**config.mk**
```make
export PLATFORM = sky130hd
export DESIGN_NAME = acc
export DESIGN_NICKNAME = d
export VERILOG_FILES = /design/src/rtl/acc.sv
export SDC_FILE = /design/constraint.sdc
export NUM_CORES = 1
export LEC_CHECK = 0
export ABC_CLOCK_PERIOD_IN_PS = 4200
export CAP_MARGIN = 20
export CORE_MARGIN = 1.5
export CORE_UTILIZATION = 46
export DETAILED_ROUTE_END_ITERATION = 8
export PLACE_DENSITY = 0.91
export RECOVER_POWER = 50
export SLEW_MARGIN = 20
export SYNTH_ARGS = -nofsm -noshare
export SYNTH_HDL_FRONTEND = slang
export SYNTH_SLANG_ARGS = --single-unit
```
**constraint.sdc**
```tcl
create_clock -name clk -period 4.2 [get_ports clk]
set_input_delay 0.84 -clock clk [delete_from_list [all_inputs] [get_ports clk]]
set_output_delay 0.84 -clock clk [all_outputs]
set_load 0.02 [all_outputs]
```
**src/rtl/acc.sv**
```systemverilog
// Accumulator register. Each rising edge it loads, increments or holds, using a fixed priority.
// dataOut is driven straight from the register, so no input reaches it combinationally.
module acc #(
  parameter int WIDTH = 16
) (
  input  logic             clk,
  input  logic             rst,
  input  logic [WIDTH-1:0] dataIn,
  input  logic [WIDTH-1:0] aluIn,
  input  logic             write_en,
  input  logic             alu_en,
  input  logic             inc_en,
  output logic [WIDTH-1:0] dataOut
);

  logic [WIDTH-1:0] acc_q;
  logic [WIDTH-1:0] acc_d;

  always_comb begin
    acc_d = acc_q;
    if (write_en) begin
      acc_d = dataIn;
    end else if (alu_en) begin
      acc_d = aluIn;
    end else if (inc_en) begin
      // Wraps modulo 2^WIDTH; the carry is deliberately discarded.
      acc_d = acc_q + WIDTH'(1);
    end
  end

  // rst is tested before acc_d is used, so X on the enables cannot reach the cleared value.
  always_ff @(posedge clk) begin
    if (rst) begin
      acc_q <= '0;
    end else begin
      acc_q <= acc_d;
    end
  end

  assign dataOut = acc_q;

endmodule

```
=== Word-level counts from Yosys, hierarchy flattened ===
Index checks and enable logic that the tools add are counted.

* Output and inout bits: 16
* Register bits: 16
* Word-level logic and storage cells: 6

* Multiplexer cells: 3
* Add/sub/neg operators: 1
* Reduce and logical (&&, ||, !) cells: 1

{| class="wikitable"
|+ Operators with widths
! cell !! count
|-
| $mux 16 || 3
|-
| $add 16x1->16 const B || 1
|-
| $reduce_bool 3->1 || 1
|}

=== Longest topological paths before layout ===
* Depth in word-level cells: 4
* Gate-level depth with buffers: 7
* Mapped depth without buffers: 5

=== Least setup slack after synthesis ===
Ideal clock, no wire load.

* Path type: in2reg
* Start point: in write_en
* End point: reg acc_q[7] (netlist: dataOut[7])
* Cell stages on the path: 4
* Library setup time: 92 ps
* Arrival time: 1720 ps
* Setup slack: 2387 ps
* Cell sequence: clkbuf_8 > nor3_1 > o21ba_2 > o32ai_1

* Cells in the longest elaborated chain, start to end: 1

{| class="wikitable"
|+ RTL lines
! element !! RTL line !! source
|-
| from (decl) || 10 || <nowiki>input logic write_en,</nowiki>
|-
| $reduce_bool 3->1 (no line) / $mux 16 (equally long branches) || - ||
|-
| to (signal assigned) || 34 || <nowiki>acc_q <= '0;</nowiki>
|-
| to (signal assigned) || 36 || <nowiki>acc_q <= acc_d;</nowiki>
|-
| to (decl) || 16 || <nowiki>logic [WIDTH-1:0] acc_q;</nowiki>
|}

Several ways; a longest one is shown, not always the timed one.
A chain may end at the register's enable or synchronous reset.

=== Final worst setup path ===
* Start point: in alu_en
* End point: reg acc_q[7] (netlist: dataOut[7])

* Cells in the longest elaborated chain, start to end: 2

{| class="wikitable"
|+ RTL lines
! element !! RTL line !! source
|-
| from (decl) || 11 || <nowiki>input logic alu_en,</nowiki>
|-
| $mux 16 || 23 || <nowiki>end else if (alu_en) begin</nowiki>
|-
| $mux 16 || 21 || <nowiki>if (write_en) begin</nowiki>
|}

Several ways; a longest one is shown, not always the timed one.

==> results.md <==
- Power Dens Cells: 233 nW/µm²
- Initial antenna violation count: 0
- Root buf cell: clkbuf_4
- CTS Hold Bufs: 0
- Vias per inst: 5.84
- Worst setup SP type: input port
- Top delay family on crit path: buffers and inverters
- Largest net degree at the start of global routing: 21
- Post_cts resized: 0
- Worst Path Arrival: 2820 ps
- Final Hold Fails: 0
- Hold depth: 2
- CTS Buf Count: 3
- Crit-path cells: clkdlybuf4s50_1 -> buf_4 -> nor3_1 -> o21ba_2 -> o32ai_1
- DRT iter0 DRCs: 44
- HPWL Detailed: 2.52 mm
- Mapped Cells: 173
- Met3 wire len: 205 µm
- Layout Nets: 258
- Fin Clk Skew: 0.921 ps
- P_leak: 0.700 nW
- Syn-to-layout area delta: 39.6%
- Count leader, synth: dfxtp_1
- Yosys reg bits: 16
- Fin crit share: 62.2%
- Worst path depth: 5
- Worst setup EP type: register
- DR DRC count: 0
- First-pass GRT wire length: 5.76 mm
- Layout cells sized above 1: 5.02%
- Final worst slack: 1590 ps
- Post-CTS Setup Inserts: 0
- Total grt overflow: 0
- Tot GR Track Use: 22.3%
- M1 wire length: 1.61 mm
- Total number of vias: 1,461
- CTS Buffer Depth: 2
- Max Slew Vio Count: 0
- Fin area: 1820 µm²
- Fmax: 0.383 GHz
- Reg clk slew, reported paths: 110 ps
- Number of global-route vias before repair: 1,310
- Reg area: 320 µm²
- Max-slew headroom: 49.9%
- Top post-synthesis cells by count: dfxtp_1, nand2_1, nor3_1
- Clk_lat worst skew: 300 ps
- Die X: 56.3 µm
- Max FFs per register: 16
- FF-to-FF Start: dataOut[0]
- Endpoints failing setup: 0
- Hold path startpoint: dataOut[8]
- # Max-Cap Violations: 0
- DIE AREA: 3170 µm²
- Synth Flop Type: dfxtp_1
- Worst Reg-to-Reg Cells: 5
- Status: finished, final reports clean
- Sequential fraction of the synthesis area: 24.5%
- Setup CP Type: in2reg
- RSZ-0062 raised after global routing: no
- Placed Area: 1790 µm²
- Slowest-stage cell, CP: clkdlybuf4s50_1
- Worst endpoint required time: 4410 ps
- Metal2 WL: 1.59 mm
- Level count of the clock H-tree: 1
- Multi-input logic area: 851 µm²
- Top sig layer: met4
- Total wire length: 3.46 mm
- Hold Crit Class: reg2reg
- # diodes: 0
- Core area: 2730 µm²
- Io pins: 53
- # port buffers: 52
- Post-synth EDFFs: 0
- Synth async-reset ratio: 0%
- Row cnt: 19
- Syn_nets: 211
- Post-synth cell types: 48
- Post-route antenna net violation count: 0
- CTS Sinks: 16
- Largest cells by area after synthesis: dfxtp_1, mux2i_1, nor3_1, nand4_1, a21oi_1
- Worst vdd ir: 0.171 mV
- Synth warnings: 0
- TritonRoute pass-1 iters: 4
- Die height: 56.3 µm
- Setup tns final: 0 ps
- CTS tree: built
- Post-synthesis instance area: 1310 µm²
- Worst setup path start: alu_en
- Placer Congestion: 0.907
- Pre-CTS setup slack: 1330 ps
- Area fraction of the dominant cell type after synthesis: 24.5%
- Buffers & Inverters on Critical Path: 2
- Tmin final: 2610 ps
- Initial core utilization: 47.8%
- Least-Margin Pin Slew: 746 ps
- Crit-path max cell delay: 650 ps
- Fill cells: 242
- Avg Cell Area, Syn: 7.55 µm²
- Largest area contributor in the netlist: dfxtp_1
- Per-cell routed wire length: 13.8 µm
- Max FO, Critical Path: 17
-- routing by layer --
metal	GRT usage (%)	vias to the layer above
met5	0	-
met4	9.86	0
met3	3.00	8
met2	34.8	57
met1	30.6	659
li1	-	737
-- worst paths after layout --
path	slack, ps	to
worst max-delay path	1590	dataOut[7]
worst max register to register	2360	dataOut[8]
worst min register to register	510	dataOut[8]
worst min-delay path	510	dataOut[8]
-- final cells by class --
class | count | area share (%)
Clock buffer | 4 | 1.99
Inverter | 11 | 2.26
Multi-Input combinational cell | 134 | 46.7
Sequential cell | 16 | 17.6
Tap cell | 31 | 2.13
Timing Repair Buffer | 54 | 29.4
-- cells by family (layout without fill, tap and decap cells) --
| family | after synthesis | after routing | share of synthesized area (%) |
|---|---|---|---|
| flops | 16 | 16 | 24.5 |
| xor+xnor | 5 | 5 | 3.35 |
| fa+ha+maj | 1 | 1 | 0.958 |
| mux | 7 | 7 | 5.36 |
| compound gates | 46 | 46 | 24.5 |
| buf+inv | 23 | 69 | 10.3 |
| simple gates | 75 | 75 | 30.9 |
-- power by group --
group | internal [mW] | switching (mW)
Sequential | 0.163 | 0.0174
Combinational | 0.0720 | 0.0608
Clock | 0.0530 | 0.0590
Total | 0.288 | 0.137
-- worst reg2reg max path, stage by stage, from the launching register on --
cell      delay (ps)
dfxtp_1          480
ha_1             260
and4_1           420
nand4_1          140
a21o_1           200
a221oi_2         260
-- per-stage QoR --
| stage | power (mW) | hold slack [ps] | cells | utilization, % |
|---|---|---|---|---|
| after floorplan | 0.254 | 561 | 173 | - |
| after detailed placement | 0.319 | 498 | 246 | 65.4 |
| after global placement | 0.318 | 483 | 246 | 65.4 |
| after global routing | 0.445 | 551 | 250 | 66.7 |
| after CTS | 0.426 | 514 | 250 | 66.7 |
| final | 0.425 | 514 | 250 | 66.7 |
-- cell usage in the layout, fill, tap and decap left out, types with 2 or more instances in the layout --
cell,n
a2111oi_0,3
a211oi_1,3
a21oi_1,11
a22oi_1,3
and2_1,3
and3_2,2
and4_1,2
buf_4,2
clkbuf_4,3
clkdlybuf4s50_1,37
dfxtp_1,16
dlygate4sd3_1,15
inv_1,11
mux2i_1,7
nand2_1,14
nand2b_1,7
nand3_1,5
nand4_1,9
nor2_1,8
nor2b_1,4
nor3_1,13
nor4_1,3
o21ai_0,9
o22ai_1,2
o311ai_0,2
xnor2_1,4
No activity file was read; power rests on OpenSTA's default activity.
==> RTL edit (config.mk and constraints unchanged) <==
Add an input register stage for `dataIn`, `aluIn`, `write_en`, `alu_en` and `inc_en`, without a reset; this delays them by one clock.
--- a/src/rtl/acc.sv
+++ b/src/rtl/acc.sv
@@ -15,2 +15,16 @@
 
+  logic [WIDTH-1:0] dataIn_q;
+  logic [WIDTH-1:0] aluIn_q;
+  logic write_en_q;
+  logic alu_en_q;
+  logic inc_en_q;
+
+  always_ff @(posedge clk) begin
+    dataIn_q   <= dataIn;
+    aluIn_q    <= aluIn;
+    write_en_q <= write_en;
+    alu_en_q   <= alu_en;
+    inc_en_q   <= inc_en;
+  end
+
   logic [WIDTH-1:0] acc_q;
@@ -20,7 +34,7 @@
     acc_d = acc_q;
-    if (write_en) begin
-      acc_d = dataIn;
-    end else if (alu_en) begin
-      acc_d = aluIn;
-    end else if (inc_en) begin
+    if (write_en_q) begin
+      acc_d = dataIn_q;
+    end else if (alu_en_q) begin
+      acc_d = aluIn_q;
+    end else if (inc_en_q) begin
       // Wraps modulo 2^WIDTH; the carry is deliberately discarded.
Formal check against the unedited RTL: not equivalent (a bounded check fails within 4 cycles, from zero or initial values and one cycle with rst high).
==> RTL edit against the original RTL <==
Hold slack lost 56 ps; power is 120% higher; area after synthesis grew 50%; routed wire length up 24%; non-clock buffer count down 1; clock power rose by 140%; sequential cell count is 35 higher; register-to-register slack got worse by 60 ps; cell area increased by 41%; synthesized cell count grew 12%; core utilization down 3.5 points; setup slack improved by 240 ps.
==> RTL edit: results (changes against the original RTL) <==
gr usage total: 20.3% (-2.0 points)
DR WL met2: 2030 um (+28%)
most frequent cells after synthesis: dfxtp_1, nor2_1, nand3_1
post-DR wirelength/cell: 14.7 um (+6.5%)
Num CTS Buffers: 5 (+2)
violation count after the first detailed-routing iteration: 162 (+270%)
syn_nets: 231 (+9.5%)
metal1 wirelength: 1780 um (+11%)
CP max FO: 19 (+2)
Yosys cell types: 52 (+8.3%)
WL met3: 426 um (+110%)
final net count: 278 (+7.8%)
largest net degree at the start of global routing: 27 (+29%)
final wirelength: 4290 um (+24%)
Hold Crit Class: register to register
flop2flop setup slack: 2300 ps (-60 ps)
reg2reg end: dataOut[5]
Cells after Synth: 193 (+12%)
Resize count post-CTS: 0 (unchanged)
global-route wire length before repair: 6850 um (+19%)
R2R Path Start: write_en_q
clock transition at the registers of the reported paths: 80 ps (-30 ps)
Worst R2R Path Depth: 4 (-1)
CTS HTree Levels: 2 (+1)
First-pass DRT Iterations: 7 (+3)
Area contributors post-synth: dfxtp_1, mux2i_1, nand3_1, a22oi_1, nor2_1
worst-margin pin slew: 884 ps (+138 ps)
status: complete, no violations
Worst Hold Path EP: dataOut[13]
number of global-route vias before repair: 1486 (+13%)
Worst VDD drop: 0.000207 V (+21%)
Hold Path Cell Cnt: 1 (-1)
DP Area: 0.00248 mm2 (+39%)
Worst Hold Launch: dataIn_q[13]
Placer Congestion: 0.902 (-0.51%)
Layout fillers: 337 (+39%)
Clock Skew: 5.01 ps (+4.09 ps)
Seq/Total Area, Yosys: 52.1% (+28 points)
via/cell ratio: 5.70 (-2.4%)
Final HPWL DP: 3070 um (+21%)
arrival time at the worst endpoint: 2570 ps (-250 ps)
Root Buffer: clkbuf_8
==> RTL edit: kinds of logic (layout without fill, tap and decap cells) <==
kind of cell / after synthesis / in the layout / share of synthesized area [%]
AND/OR/NAND/NOR: 60 / 60 / 17.2
buffers and inverters: 20 / 68 / 5.10
flip-flops: 51 / 51 / 52.1
AO/OA/AOI/OAI: 43 / 43 / 16.3
multiplexers: 10 / 10 / 5.17
adder cells (fa/ha/maj): 1 / 1 / 0.638
XOR/XNOR: 8 / 8 / 3.57
==> RTL edit: worst max path at each step <==
stage	startpoint	endpoint	cells after the start
3_5_place_dp	rst	dataOut[15]	5
3_3_place_gp	rst	dataOut[15]	5
2_1_floorplan	rst	dataOut[15]	5
4_1_cts	rst	dataOut[15]	5
6_report	rst	dataOut[15]	5
5_1_grt	rst	dataOut[14]	5
==> RTL edit: final cells by class <==
type / count / area (um2) / share of cell area (%)
clock inverters: 2 / 12.5 / 0.488
inverters: 7 / 26.3 / 1.03
multi-input cells: 122 / 840 / 32.8
clock buffers: 6 / 72.6 / 2.83
flip-flops and latches: 51 / 1020 / 39.8
well taps: 50 / 62.6 / 2.44
repair buffers: 53 / 528 / 20.6
==> RTL edit: layer usage <==
layer  vias up  GRT usage, %
li1        809             -
met4         0          10.0
met3        10          6.74
met1       742          25.7
met5         -             0
met2        98          30.9
==> RTL edit: power by group <==
part           switching, mW  leakage, nW  total [mW]  internal (mW)
logic                 0.0531        0.497       0.123         0.0697
clock network          0.150       0.0412       0.267          0.116
registers             0.0307        0.428       0.543          0.513
total                  0.234        0.966       0.933          0.699
==> RTL edit: critical path: stages <==
cell	delay (ps)
clkdlybuf4s50_1	930
inv_1	210
nand3_1	180
nor2_1	60
a221o_1	340
==> RTL edit: through the flow <==
step | hold WS, ps | setup WS [ps]
6_report | 458 | 1830
5_1_grt | 478 | 1710
4_1_cts | 462 | 1860
3_5_place_dp | 441 | 1540
3_3_place_gp | 445 | 1610
2_1_floorplan | 419 | 2500
